==> src/rtl/binary_to_bcd_seq.sv <==
// binary_to_bcd_seq
// Sequential double-dabble binary-to-BCD converter, one input bit per clock.
// A start/busy/done handshake lets several display consumers share it.
// Optional feature macro: BCD_BLANK_EN (leading-zero blank flags per digit).
// Without BCD_BLANK_EN the blank port is tied to zero.

module binary_to_bcd_seq #(
  parameter int BIN_W  = 8,
  parameter int DIGITS = 3
) (
  input  logic                  clk,
  input  logic                  rst_n,
  input  logic                  start,
  input  logic [BIN_W-1:0]      binary,
  output logic                  busy,
  output logic                  done,
  output logic [4*DIGITS-1:0]   bcd,
  output logic                  overflow,
  output logic [DIGITS-1:0]     blank
);

  localparam int CNT_W = $clog2(BIN_W + 1);
  localparam int BCD_W = 4 * DIGITS;

  typedef enum logic [1:0] {
    IDLE,
    SHIFT,
    LATCH
  } state_t;

  state_t             state_q, state_d;
  logic [BIN_W-1:0]   shift_q, shift_d;
  logic [BCD_W-1:0]   work_q, work_d;
  logic [BCD_W-1:0]   work_adj;
  logic               ovf_acc_q, ovf_acc_d;
  logic [CNT_W-1:0]   cnt_q, cnt_d;
  logic [BCD_W-1:0]   bcd_q, bcd_d;
  logic               overflow_q, overflow_d;
  logic               done_q, done_d;
  logic               carry_out;

  // Add-3 correction: every working digit of 5 or more gets +3 before the shift
  always_comb begin
    work_adj = work_q;
    for (int k = 0; k < DIGITS; k++) begin
      if (work_q[4*k +: 4] >= 4'd5) begin
        work_adj[4*k +: 4] = work_q[4*k +: 4] + 4'd3;
      end
    end
  end

  // The bit leaving the top digit would start a digit we do not have: it marks overflow
  assign carry_out = work_adj[BCD_W-1];

  // Next-state and datapath control for the IDLE -> SHIFT -> LATCH sequence
  always_comb begin
    state_d    = state_q;
    shift_d    = shift_q;
    work_d     = work_q;
    ovf_acc_d  = ovf_acc_q;
    cnt_d      = cnt_q;
    bcd_d      = bcd_q;
    overflow_d = overflow_q;
    done_d     = 1'b0;
    case (state_q)
      IDLE: begin
        if (start) begin
          shift_d   = binary;
          work_d    = '0;
          ovf_acc_d = 1'b0;
          cnt_d     = CNT_W'(BIN_W);
          state_d   = SHIFT;
        end
      end
      SHIFT: begin
        {work_d, shift_d} = {work_adj[BCD_W-2:0], shift_q, 1'b0};
        ovf_acc_d         = ovf_acc_q | carry_out;
        cnt_d             = cnt_q - CNT_W'(1);
        if (cnt_q == CNT_W'(1)) begin
          state_d = LATCH;
        end
      end
      LATCH: begin
        bcd_d      = work_q;
        overflow_d = ovf_acc_q;
        done_d     = 1'b1;
        state_d    = IDLE;
      end
      default: begin
        state_d = IDLE;
      end
    endcase
  end

  // State and datapath registers; reset abandons any conversion in flight
  always_ff @(posedge clk or negedge rst_n) begin
    if (!rst_n) begin
      state_q    <= IDLE;
      shift_q    <= '0;
      work_q     <= '0;
      ovf_acc_q  <= 1'b0;
      cnt_q      <= '0;
      bcd_q      <= '0;
      overflow_q <= 1'b0;
      done_q     <= 1'b0;
    end else begin
      state_q    <= state_d;
      shift_q    <= shift_d;
      work_q     <= work_d;
      ovf_acc_q  <= ovf_acc_d;
      cnt_q      <= cnt_d;
      bcd_q      <= bcd_d;
      overflow_q <= overflow_d;
      done_q     <= done_d;
    end
  end

  assign busy     = (state_q != IDLE);
  assign done     = done_q;
  assign bcd      = bcd_q;
  assign overflow = overflow_q;

`ifdef BCD_BLANK_EN
  localparam logic [DIGITS-1:0] BLANK_RST = ~DIGITS'(1);

  logic [DIGITS-1:0] blank_q, blank_d, blank_calc;

  // A digit is blank when it and every digit above it are zero; the ones digit never blanks
  always_comb begin
    logic zero_above;
    zero_above = 1'b1;
    blank_calc = '0;
    for (int k = DIGITS - 1; k >= 1; k--) begin
      zero_above    = zero_above & (work_q[4*k +: 4] == 4'd0);
      blank_calc[k] = zero_above;
    end
  end

  // Blank flags change only together with bcd, when the result is latched
  always_comb begin
    blank_d = blank_q;
    if (state_q == LATCH) begin
      blank_d = blank_calc;
    end
  end

  // Blank flag register; reset shows a single lit zero in the ones digit
  always_ff @(posedge clk or negedge rst_n) begin
    if (!rst_n) begin
      blank_q <= BLANK_RST;
    end else begin
      blank_q <= blank_d;
    end
  end

  assign blank = blank_q;
`else
  assign blank = '0;
`endif

endmodule

==> config.mk <==
export PLATFORM = sky130hd
export DESIGN_NAME = binary_to_bcd_seq
export DESIGN_NICKNAME = d
export VERILOG_FILES = /design/src/rtl/binary_to_bcd_seq.sv
export SDC_FILE = /design/constraint.sdc
export NUM_CORES = 1
export LEC_CHECK = 0
export ABC_AREA = 1
export CAP_MARGIN = 0
export CORE_MARGIN = 10
export CORE_UTILIZATION = 50
export CTS_CLUSTER_DIAMETER = 200
export DETAILED_ROUTE_END_ITERATION = 6
export PLACE_DENSITY = 0.74
export SLEW_MARGIN = 0
export SYNTH_ARGS = -nofsm -noshare
export SYNTH_HDL_FRONTEND = slang
export SYNTH_SLANG_ARGS = --single-unit
==> constraint.sdc <==
create_clock -name clk -period 2.1 [get_ports clk]
set_input_delay 0.63 -clock clk [delete_from_list [all_inputs] [get_ports clk]]
set_output_delay 0.63 -clock clk [all_outputs]
set_load 0.005 [all_outputs]
==> results.cfg <==
[run_status]
status = finished clean

[grt]
grt_usage_pct = 11.5
grt_max_degree = 26
antenna_found_initial = 0
overflow = 0
grt_pass1_wl_um = 7000
grt_pass1_vias = 1525

[sta]
tns_ns = 0
fin_crit_sh_pct = 93.6
setup_violations = 0
rsz0062_at_grt = false
period_minus_slack_ns = 1.97
drv_slew = 0
holdWs_ns = 0.250
fmax_mhz = 509
hold_viol = 0
skew_ns = 0.00347

[power_and_ir_drop]
ir_worst_vdd_mv = 0.711
internal_power_mw = 2.01
fin_total_pwr_mw = 3.37
seqPwrFrac_pct = 39.6
clockPowerShare_pct = 14.9
switching_share_pct = 40.2
p_per_area_nw_per_um2 = 1400
power.share.combinational_pct = 45.5
p_sw_mw = 1.35
leakage_nw = 1.18

[setup_path]
worstSetupPathType = reg -> out
path_buf_inv = 2
arrival_ns = 1.34
r2r-end = work_q[4]
crit_family = buffers and inverters
crit_fanout = 3
cp-start-kind = flip-flop
reg2reg_from = work_q[0]
crit_chain = nor2_1, inv_1, clkdlybuf4s50_1
worst_setup_path_end_kind = primary output
cp_slowest_stage_delay_ns = 0.44
critPathRequiredTime_ns = 1.47
reg2reg_slack_ns = 0.76
critPathSlowestCell = clkdlybuf4s50_1
rr_worst_depth = 7

[clocking]
root_buffer = clkbuf_8
clk_latency_ns = 0.28
cts_setup_buffers = 0
cts-resized-gates = 0
clkSinkCount = 41
htreeDepth = 2
postCtsHoldBufs = 0
clk_pin_slew_ns = 0.07
clockBufferDepth = 2
cts_tree = yes
cts_buffers = 5

[drt]
viasPerCell = 5.05
wl_met2_um = 1690
drt-pass1-iter-count = 4
num_vias = 1586
wl_met3_um = 283
drtIter0Drc = 144
drt-met1-wl_um = 1800
highest_layer = met4
drc_errors = 0
ant_nets = 0
drt-total-wl_um = 3810
wl_per_cell_um = 12.1

[layout]
diodes = 0
drive_gt1_share_pct = 11.7
areaGrowthSynthToFinish_pct = 16.4
fin_nets = 283

[synth]
synth_cell_type_count = 26
yosys-top-cells-area = dfrtp_1 (50%), nand2_1 (14%), o21ai_2 (5.1%)
yosysTopAreaCell = dfrtp_1
yosys-top-cells-count = nand2_1 (76), dfrtp_1 (41), inv_1 (23)
netlist_area_um2 = 2060
synth_top_area_share_pct = 49.8
synth_cells = 236
avgSynthCellArea_um2 = 8.74
ys_seq_area_share_pct = 49.8
post-synth-top-count-cell = nand2_1
ys_ff_latch = 41
synth_edf_count = 0
async_flop_share_pct = 100
yosysWarnings = 0
ys.flop_type = dfrtp_1

[run]
maxCapViolCount = 0

[die]
dieWidth_um = 84.2
rows = 23
core_um2 = 4000
start_util_pct = 51.5
dieArea_um2 = 7090
num_io_pins = 29
die_height_um = 84.2

[placed_design]
dpl.hpwl_um = 2910
gp_congestion = 0.829
port_buffers = 25

[min_path]
hold_path_class = in -> async
## stage by stage
stage               instances  cell area (um2)  util [%]  worst slack, ns
global route              314             2400      60.0           0.0144
detailed placement        307             2310      57.8            0.375
floorplan                 238             2070         -            0.889
global placement          307             2310      57.8            0.384
CTS                       314             2400      60.0            0.116
finish                    314             2400      60.0            0.134
## worst max-delay path by stage
stage               startpoint          to  slack [ns]  cells past startpoint
floorplan           state_q[0]        busy        0.89                      2
global placement         start  shift_q[4]        0.38                      6
detailed placement       start  shift_q[4]        0.37                      6
CTS                 state_q[0]        busy        0.12                      3
global route        state_q[0]        busy        0.01                      3
finish              state_q[0]        busy        0.13                      3
## worst reg2reg max path, cell delays in order, from the launching register on
cell and delay (ns):
dfrtp_1 0.41, inv_1 0.18, ha_1 0.19, inv_1 0.05, nand2_1 0.10, nand3_1 0.13, nand2_1 0.10, o21bai_1 0.07
## layout make-up
class / count / area, um2
Fill cell: 372 / 1600
Clock buffer: 7 / 86.3
Tap cell: 50 / 62.6
Multi-Input combinational cell: 161 / 857
Inverter: 28 / 108
Sequential cell: 41 / 1030
Timing Repair Buffer: 27 / 260
## per-layer routing
metal  global-route usage [%]  up-vias
met5                        0        -
met4                     3.50        0
met3                     5.02        6
met2                     16.9       41
met1                     14.8      726
li1                         -      813
## sequential cells by signal, indices dropped and copies added (netlist names)
name,count
bcd,12
cnt_q,4
done,1
overflow,1
ovf_acc_q,1
shift_q,8
state_q,2
work_q,12
## cell families (layout without fill, tap and decap cells)
kind of cell,after synthesis,after routing,synth area share [%]
and+or+nand+nor,116,116,24.8
AOI/OAI and AO/OA,34,34,11.4
DFF,41,41,49.8
adders and majority gates,8,8,4.85
buffers and inverters,36,62,9.04
other,1,3,0.182
## cell usage in the layout (no fill, tap or decap), types with 2 or more instances in the layout
cell	Yosys	routed
o21bai_1	2	2
o211ai_1	5	5
clkbuf_8	0	6
nand3_1	19	19
o22ai_1	2	2
buf_4	3	2
inv_2	4	4
clkdlybuf4s50_1	0	24
o21ai_0	8	8
a21oi_1	2	2
nor3_1	2	2
nor2_1	6	6
nand2_1	76	76
ha_1	8	8
nand4_1	6	6
nand2_4	2	2
o21ai_2	12	12
o21ai_1	3	3
conb_1	1	3
dfrtp_1	41	41
inv_1	23	23
## power groups by stage
stage	logic [mW]	registers [mW]	clock network, mW
6_report	1.53	1.33	0.502
5_1_grt	1.80	1.39	0.552
4_1_cts	1.55	1.33	0.514
3_5_place_dp	1.55	1.35	0
3_3_place_gp	1.52	1.33	0
2_1_floorplan	1.13	1.31	0
Note: power is estimated with default switching activity, not from simulation.
